**src/rtl/intra_pkg.sv**
```systemverilog
// Shared definitions for intra 4x4 SAD mode selection: FSM states, width helpers, mode indices.
// RESER_RES_CLIP_EN selects the residual width (defined: PIX_W saturated, undefined: PIX_W+1 full).
package intra_pkg;

    typedef enum logic [1:0] {ACCUM, SELECT, DONE} state_t;

    localparam int MODE_V   = 0;
    localparam int MODE_H   = 1;
    localparam int MODE_DC  = 2;
    localparam int MODE_DDL = 3;
    localparam int MODE_DDR = 4;
    localparam int MODE_VR  = 5;
    localparam int MODE_HD  = 6;
    localparam int MODE_VL  = 7;
    localparam int MODE_HU  = 8;

    function automatic int sad_w(input int pix_w, input int blk_pix);
        return pix_w + $clog2(blk_pix);
    endfunction

    function automatic int res_w(input int pix_w);
`ifdef RESER_RES_CLIP_EN
        return pix_w;
`else
        return pix_w + 1;
`endif
    endfunction

endpackage

```
**src/rtl/reser_abs_lane.sv**
```systemverilog
// One prediction mode: per-lane residual mb - pred and the sum of absolute residuals of a beat.
// With RESER_RES_CLIP_EN the residual output saturates; the absolute sum always uses the full value.
module reser_abs_lane
    import intra_pkg::*;
#(
    parameter int LANES = 4,
    parameter int PIX_W = 8,
    parameter int RES_W = res_w(PIX_W),
    parameter int SUM_W = PIX_W + $clog2(LANES) + 1
) (
    input  logic [LANES*PIX_W-1:0] mb,
    input  logic [LANES*PIX_W-1:0] pred,
    output logic [LANES*RES_W-1:0] res,
    output logic [SUM_W-1:0]       abs_sum
);

    logic [LANES*PIX_W-1:0] mag;

    for (genvar l = 0; l < LANES; l++) begin : g_lane
        logic signed [PIX_W:0] diff;

        assign diff = $signed({1'b0, mb[l*PIX_W +: PIX_W]}) - $signed({1'b0, pred[l*PIX_W +: PIX_W]});
        assign mag[l*PIX_W +: PIX_W] = diff[PIX_W] ? PIX_W'(-diff) : diff[PIX_W-1:0];

`ifdef RESER_RES_CLIP_EN
        localparam logic signed [PIX_W:0] RES_MAX = (PIX_W+1)'((1 << (PIX_W-1)) - 1);
        localparam logic signed [PIX_W:0] RES_MIN = -RES_MAX - 1;

        assign res[l*RES_W +: RES_W] = (diff > RES_MAX) ? RES_W'(RES_MAX) :
                                       (diff < RES_MIN) ? RES_W'(RES_MIN) : diff[RES_W-1:0];
`else
        assign res[l*RES_W +: RES_W] = diff;
`endif
    end

    // NOTE: combinational accumulation uses blocking '=' and starts from a default, so no latch forms.
    always_comb begin
        abs_sum = '0;
        for (int i = 0; i < LANES; i++) begin
            abs_sum = abs_sum + SUM_W'(mag[i*PIX_W +: PIX_W]);
        end
    end

endmodule

```
**src/rtl/reser_sad_select.sv**
```systemverilog
// Accumulates per-mode SAD over one block of beats, then scans the modes to pick the lowest-SAD one.
// Residual width/saturation is selected by RESER_RES_CLIP_EN (see intra_pkg).
module reser_sad_select
    import intra_pkg::*;
#(
    parameter int NUM_MODES = 9,
    parameter int PIX_W     = 8,
    parameter int LANES     = 4,
    parameter int BLK_PIX   = 16,
    localparam int SAD_W    = sad_w(PIX_W, BLK_PIX),
    localparam int RES_W    = res_w(PIX_W),
    localparam int MODE_W   = (NUM_MODES > 1) ? $clog2(NUM_MODES) : 1
) (
    input  logic                             clk,
    input  logic                             reset,
    input  logic                             in_valid,
    output logic                             in_ready,
    input  logic [LANES*PIX_W-1:0]           mb,
    input  logic [NUM_MODES*LANES*PIX_W-1:0] pred,
    input  logic [NUM_MODES-1:0]             mode_mask,
    output logic [NUM_MODES*LANES*RES_W-1:0] res,
    output logic                             res_valid,
    output logic                             sad_valid,
    input  logic                             sad_ready,
    output logic [MODE_W-1:0]                best_mode,
    output logic [SAD_W-1:0]                 best_sad,
    output logic                             none_avail
);

    localparam int BEATS = BLK_PIX / LANES;
    localparam int CNT_W = (BEATS > 1) ? $clog2(BEATS) : 1;
    localparam logic [CNT_W-1:0]  LAST_BEAT = CNT_W'(BEATS - 1);
    localparam logic [MODE_W-1:0] LAST_MODE = MODE_W'(NUM_MODES - 1);

    state_t                           state;
    logic [CNT_W-1:0]                 beat_cnt;
    logic [MODE_W-1:0]                sel_idx;
    logic [NUM_MODES-1:0]             mask_r;
    logic                             found;
    logic [SAD_W-1:0]                 acc      [NUM_MODES];
    logic [SAD_W-1:0]                 beat_sad [NUM_MODES];
    logic [NUM_MODES*LANES*RES_W-1:0] res_d;
    logic                             accept;
    logic                             better;

    assign in_ready = (state == ACCUM);
    assign accept   = in_valid && in_ready;
    // Strict '<' keeps the lower index on ties since modes are scanned upward.
    assign better   = mask_r[sel_idx] && (!found || (acc[sel_idx] < best_sad));

    for (genvar m = 0; m < NUM_MODES; m++) begin : g_mode
        reser_abs_lane #(
            .LANES (LANES),
            .PIX_W (PIX_W),
            .RES_W (RES_W),
            .SUM_W (SAD_W)
        ) u_abs_lane (
            .mb      (mb),
            .pred    (pred[m*LANES*PIX_W +: LANES*PIX_W]),
            .res     (res_d[m*LANES*RES_W +: LANES*RES_W]),
            .abs_sum (beat_sad[m])
        );
    end

    // NOTE: the accumulators are a handful of flops, not a RAM, so reset clears them like other state.
    always_ff @(posedge clk or negedge reset) begin
        if (!reset) begin
            state      <= ACCUM;
            beat_cnt   <= '0;
            sel_idx    <= '0;
            mask_r     <= '0;
            found      <= 1'b0;
            for (int m = 0; m < NUM_MODES; m++) acc[m] <= '0;
            res        <= '0;
            res_valid  <= 1'b0;
            sad_valid  <= 1'b0;
            best_mode  <= '0;
            best_sad   <= '0;
            none_avail <= 1'b0;
        end else begin
            res_valid <= accept;
            if (accept) res <= res_d;

            case (state)
                ACCUM: begin
                    if (accept) begin
                        if (beat_cnt == '0) mask_r <= mode_mask;
                        for (int m = 0; m < NUM_MODES; m++) acc[m] <= acc[m] + beat_sad[m];
                        if (beat_cnt == LAST_BEAT) begin
                            beat_cnt   <= '0;
                            sel_idx    <= '0;
                            found      <= 1'b0;
                            best_mode  <= '0;
                            best_sad   <= '1;
                            none_avail <= 1'b0;
                            state      <= SELECT;
                        end else begin
                            beat_cnt <= beat_cnt + 1'b1;
                        end
                    end
                end
                SELECT: begin
                    if (better) begin
                        found     <= 1'b1;
                        best_mode <= sel_idx;
                        best_sad  <= acc[sel_idx];
                    end
                    if (sel_idx == LAST_MODE) begin
                        none_avail <= !(found || better);
                        sad_valid  <= 1'b1;
                        state      <= DONE;
                    end else begin
                        sel_idx <= sel_idx + 1'b1;
                    end
                end
                DONE: begin
                    if (sad_ready) begin
                        sad_valid <= 1'b0;
                        for (int m = 0; m < NUM_MODES; m++) acc[m] <= '0;
                        state <= ACCUM;
                    end
                end
                default: state <= ACCUM;
            endcase
        end
    end

endmodule

```
**config.mk**
```make
export PLATFORM = sky130hd
export DESIGN_NAME = reser_sad_select
export DESIGN_NICKNAME = d
export VERILOG_FILES = /design/src/rtl/intra_pkg.sv /design/src/rtl/reser_abs_lane.sv /design/src/rtl/reser_sad_select.sv
export SDC_FILE = /design/constraint.sdc
export NUM_CORES = 2
export LEC_CHECK = 0
export ABC_AREA = 1
export CORE_AREA = 2 2 319 321
export CTS_CLUSTER_DIAMETER = 150
export DETAILED_ROUTE_END_ITERATION = 10
export DIE_AREA = 0 0 321 323
export GPL_ROUTABILITY_DRIVEN = 0
export PLACE_DENSITY = 0.71
export SLEW_MARGIN = 10
export SYNTH_ARGS = -nofsm -noshare
export SYNTH_HDL_FRONTEND = slang
export SYNTH_SLANG_ARGS = --single-unit
```
**constraint.sdc**
```tcl
create_clock -name clk -period 2.9 [get_ports clk]
set_clock_uncertainty 0.15 [all_clocks]
set_input_delay 0.725 -clock clk [delete_from_list [all_inputs] [get_ports clk]]
set_output_delay 0.725 -clock clk [all_outputs]
set_load 0.005 [all_outputs]
```
# [Yosys cells after proc, flatten, opt, wreduce, memory -nomap -nowiden]
# Cells that the tools add are included.
[word_totals] ff_bits=469 inputBits=333 out_inout_bits=344
[classes] mux=69 n_eq_ne=10 n_lt_le_gt_ge=3 bitwise_logic=1 reduce_logical=19 n_addsub=110
[op_table] cell="subtractor 8 x 8 -> 9 bit" n=36
[op_table] cell="2-to-1 mux 8 bit" n=36
[op_table] cell="negator 8 bit" n=36
[op_table] cell="adder 12 x 8 -> 12 bit" n=18
[op_table] cell="2-to-1 mux 108 bit" n=2
[op_table] cell="case mux 108 bit (2 select lines)" n=1
[op_table] cell="adder 12 bit" n=9
[op_table] cell="adder 8 x 8 -> 9 bit" n=9
[op_table] cell="2-to-1 mux 12 bit" n=5
[op_table] cell="binary-select mux 12 bit (select 4 bit)" n=1
[op_table] cell="case mux 12 bit (2 select lines)" n=1
[op_table] cell="2-to-1 mux 4 bit" n=4
[op_table] cell="case mux 4 bit (2 select lines)" n=2
[op_table] cell="AND reduction 4 bit" n=4
[op_table] cell="< comparator 12 bit" n=1
[op_table] cell="2-to-1 mux 2 bit" n=5
[op_table] cell="AND reduction 3 bit" n=3
[op_table] cell="!= test 2 bit, second input constant" n=4
[op_table] cell="2-to-1 mux 1 bit" n=7
[op_table] cell="case mux 1 bit (2 select lines)" n=3
[op_table] cell="case mux 2 bit (3 select lines)" n=1
[op_table] cell="nonzero test 2 bit" n=3
[op_table] cell=">= comparator 5 bit, second input constant" n=1
[op_table] cell="< comparator 4 x 5 -> 1 bit, second input constant" n=1
[op_table] cell="13 further kinds" n=19

# [Longest topological paths before layout]
[depth] depth_word=11 depth_mapped=36 depth_no_buf=36

# [Modules after synthesis]
# From an unflattened synthesis, not the netlist that was laid out.
[unflattened] cells_unflattened=7812 hier_area_um2=52103.7
[modules_own_cells] mod="reser_sad_select" cells_each=2876 area_each_um2=23206.0 instances=1
[modules_own_cells] mod="reser_abs_lane (g_mode[1].u_abs_lane ...)" cells_each=548 area_each_um2=3211.8 instances=4
[modules_own_cells] mod="reser_abs_lane (g_mode[6].u_abs_lane ...)" cells_each=550 area_each_um2=3228.1 instances=3
[modules_own_cells] mod="reser_abs_lane (g_mode[0].u_abs_lane)" cells_each=552 area_each_um2=3219.3 instances=1
[modules_own_cells] mod="reser_abs_lane (g_mode[3].u_abs_lane)" cells_each=542 area_each_um2=3146.8 instances=1

# [Worst setup path before layout]
# Ideal clock, no wire load.
[synth_timing] path_type="input to register" start="in mb[9]" end="reg acc[94] in the netlist's numbering" required_time_ns=2.620 path_slack_ns=-3.177 t_arrival_ns=5.797 cell_stages=34 n_path_buf=0 path_cell_list="inv_1 fa_1 inv_1 nand3_1 nand2_1 a21oi_1 o21bai_1 nand2_1 nand2_1 a21oi_1 inv_1 nor2_1 xor2_1 inv_1 ha_1 a21oi_1 nand2_1 a21oi_1 o21bai_1 nand2_1 nand2_1 a21oi_1 xor2_1 fa_1 fa_1 inv_1 ha_1 inv_1 nor3_1 nand3_1 o2111ai_1 a21oi_1 o21ai_0 o21ai_0"
[synth_between] elab_chain_cells=9
[synth_lines] element="from (decl)" line_no="reser_sad_select.sv:18" rtl="input logic [LANES*PIX_W-1:0] mb,"
[synth_lines] element="subtractor 8 x 8 -> 9 bit *" line_no="reser_abs_lane.sv:22" rtl="assign diff = $signed({1'b0, mb[l*PIX_W +: PIX_W]}) - $signed({1'b0, pred[l*PIX_W +: PIX_W]});"
[synth_lines] element="negator 8 bit" line_no="reser_abs_lane.sv:23" rtl="assign mag[l*PIX_W +: PIX_W] = diff[PIX_W] ? PIX_W'(-diff) : diff[PIX_W-1:0];"
[synth_lines] element="2-to-1 mux 8 bit *" line_no="reser_abs_lane.sv:23"
[synth_lines] element="adder 8 x 8 -> 9 bit *" line_no="reser_abs_lane.sv:40" rtl="abs_sum = abs_sum + SUM_W'(mag[i*PIX_W +: PIX_W]);"
[synth_lines] element="adder 12 x 8 -> 12 bit * (2 in series)" line_no="reser_abs_lane.sv:40"
[synth_lines] element="adder 12 bit *" line_no="reser_sad_select.sv:88" rtl="for (int m = 0; m < NUM_MODES; m++) acc[m] <= acc[m] + beat_sad[m];"
[synth_lines] element="2-to-1 mux 108 bit *" line_no="reser_sad_select.sv:86" rtl="if (accept) begin"
[synth_lines] element="case mux 108 bit (2 select lines) *" line_no="reser_sad_select.sv:84" rtl="case (state)"
[synth_lines] element="to (decl)" line_no="reser_sad_select.sv:40" rtl="logic [SAD_W-1:0] acc [NUM_MODES];"
# Every way passes the cells marked *; elsewhere a longest branch is shown, timed or not. The select of a mux whose other input is x is not followed.
# A chain may end at the register's enable or synchronous reset.

# [Final worst setup path]
[layout_timing] start="in mb[8]" end="reg acc[56] in the netlist's numbering"
# The elaborated chain is that of the path after synthesis.

==> impl_metrics.tcl <==
set metrics [dict create \
    status "finished, violations left" \
    violations "negative setup slack" \
    post_drt_via_cell_ratio 5.537 \
    initial_core_util_pct 44.54 \
    criticalPathCategory "input pin to flop" \
    required_ps 3330 \
    worst_slew_pin_slew_ps 858.8 \
    max_stage_delay_ps 730 \
    setup_ws_ps -3061 \
    clkTransAtPathRegs_ps 60 \
    die_w_um 321 \
    drive_gt1_share_pct 34.25 \
    syn_nets 6851 \
    hold_violations 0 \
    grt_first_pass_wirelength_um 282600 \
    drv_slew 0 \
    vias 51452 \
    num_rows 117 \
    synth_warnings 0 \
    netlist_instances 5792 \
    fin_area_um2 73420 \
    die_area_um2 103700 \
    clock-sinks 469 \
    syn2layout_area_growth_pct 63.68 \
    overflow 0 \
    synth_cell_types 47 \
    relSlewSlack_pct 42.14 \
    synth_seq_area_share_pct 26.16 \
    cp_max_fo 3 \
    grt_util_all_layers_pct 35.68 \
    grt_start_max_net_pins 177 \
    cap_violations 0 \
    cp_slowest_cell "fa_2" \
    postSynth.asyncResetShare_pct 100.0 \
    crit_arrival_ps 6400 \
    die_h_um 323 \
    period_minus_slack_ps 5961 \
    antenna_found_initial 16 \
    core_um2 100700 \
    fin_nets 8975 \
    setup_viol 117 \
    clk_latency_ps 710 \
    wl_um 208900 \
    drc 0 \
    synth_area_um2 44860 \
    syn_avg_cell_area_um2 7.744 \
    synth_edf_count 0 \
    rsz0062_at_grt "true" \
    dr.first_iter.drc_count 4923 \
    cts.path.max_buffers 3 \
    ios 677 \
    end_kind "flop" \
    finalCritPeriodShare_pct 205.6 \
    placed_cell_area_um2 63210 \
    drt_pass1_iterations 7 \
    fmax_ghz 0.1678 \
    ys_ff_latch 469 \
    synthFlopType "dfrtp_1" \
    dp_hpwl_um 143100 \
    ant_nets 0 \
    worst_setup_path_start_kind "input pin" \
    min_path_type "flop to flop" \
    htreeDepth 2 \
    wire_per_inst_um 22.49 \
    grt_pass1_vias 50139 \
    numPortBuffers 676 \
    cts_root_buf "clkbuf_16" \
    cts_buffers 58 \
    cts_tree "done" \
]
[cells by family after synthesis]
family                     synth area share (%)
xor gates and xnor gates                  9.001
AOI/OAI and AO/OA                         15.13
DFF                                       26.16
muxes                                    0.2008
and+or+nand+nor                           15.64
buffers and inverters                     10.45
adders and majority gates                 23.41
[routing by layer]
metal  share of wire, %  vias to the layer above  wire length [um]  global-route usage [%]
met5             0.0057                        -                12                       0
met4                9.7                        2             20220                   25.22
met3                9.5                     1153             19940                   7.607
met2                 46                     2996             96020                   59.22
met1                 35                    24432             72750                   41.11
li1                   -                    22869                 -                       -
[cell usage after synthesis (12+ instances only)]
cell       instances  area [um^2]
nand2_1         1104         4144
inv_1           1099         4125
ha_1             537         6719
o21ai_0          518         2592
dfrtp_1          469        11740
a21oi_1          413         2067
xor2_1           375         3284
nand3_1          223         1116
nor2_1           210        788.3
fa_1             189         3784
o21bai_1          99        743.2
xnor2_1           86        753.2
clkbuf_1          75        281.5
nand3b_1          40        300.3
o21ai_1           37        185.2
o22ai_1           30        187.7
nor3_1            28        140.1
buf_2             21        105.1
o211ai_1          21        157.7
or2_2             21        131.4
a21oi_2           19        166.4
a21o_1            18        135.1
buf_1             18        67.56
o2111ai_1         18        157.7
a31oi_1           14        87.58
nand2_4           12        135.1
nand4_1           12        75.07
o221ai_1          12        105.1
[registers in the layout, summed over array words and instances, names as in the netlist]
name and cells:
state 2, res 324, mask_r 9, beat_cnt 2, sad_valid 1, best_sad 12
best_mode 4, acc 108, found 1, res_valid 1, none_avail 1, sel_idx 4
[layout by cell type (no fill, tap or decap), types with 131 or more instances in the layout]
cell,n
nor2_1,146
o21ai_1,131
nand3_1,142
buf_4,1294
xor2_1,332
ha_1,410
o21ai_0,345
dfrtp_1,468
inv_1,958
fa_1,143
a21oi_1,267
clkdlybuf4s50_1,601
nand2_2,141
nand2_1,943
[what timing repair did]
| item | CTS | global route |
|---|---|---|
| pin swaps | 582 | 582 |
| setup endpoints to repair | 134 | 150 |
| buffers inserted | 160 | 126 |
| cloned | 5 | 0 |
| hold buffers | 1 | 0 |
| endpoints found under the hold margin | 38 | 0 |
| gates resized for setup | 851 | 736 |
[through the flow]
stage               setup slack, ps  utilization, %  hold slack [ps]  instances  setup TNS, ps
finish                        -3061           72.90            302.6       9292        -245250
global route                  -3236           72.87            313.7       9283        -263130
CTS                           -2597           69.23            301.7       9187        -215630
detailed placement            -4196           62.76            293.4       8924        -474300
global placement              -4103           62.76            286.3       8924        -451880
floorplan                     -3037               -            273.2       5792        -251370
[final cells by class]
cell class                 instances  area (um^2)
antenna                           18        45.04
fill                            6647        27300
multi-input combinational       4096        34050
sequential                       469        11740
tap                             1309         1638
clock inverter                    32        425.4
inverter                        1105         4204
timing repair buffer            2186        19630
clock buffer                      77         1687
[worst paths after layout]
path	startpoint	to	slack, ps	cells after the start
worst max register to register	acc[50]$_DFFE_PN0P_	acc[56]$_DFFE_PN0P_	-710	16
max in group asynchronous	reset	res[163]$_DFFE_PN0P_	1290	3
min in group asynchronous	reset	res[98]$_DFFE_PN0P_	450	2
worst min-delay path	acc[35]$_DFFE_PN0P_	acc[35]$_DFFE_PN0P_	300	1
worst max-delay path	mb[8]	acc[56]$_DFFE_PN0P_	-3060	36
worst min register to register	acc[35]$_DFFE_PN0P_	acc[35]$_DFFE_PN0P_	300	1
[worst max-delay path: cells and delay by family]
| kind | cells | cell delay, ps |
|---|---|---|
| adder cells (fa/ha/maj) | 6 | 2300 |
| AO/OA/AOI/OAI | 9 | 1210 |
| XOR/XNOR | 2 | 310 |
| AND/OR/NAND/NOR | 9 | 820 |
| buffers and inverters | 10 | 1020 |
Power is not shown: default switching activity piles up to over one toggle a cycle in this logic, so the estimate is an artifact.
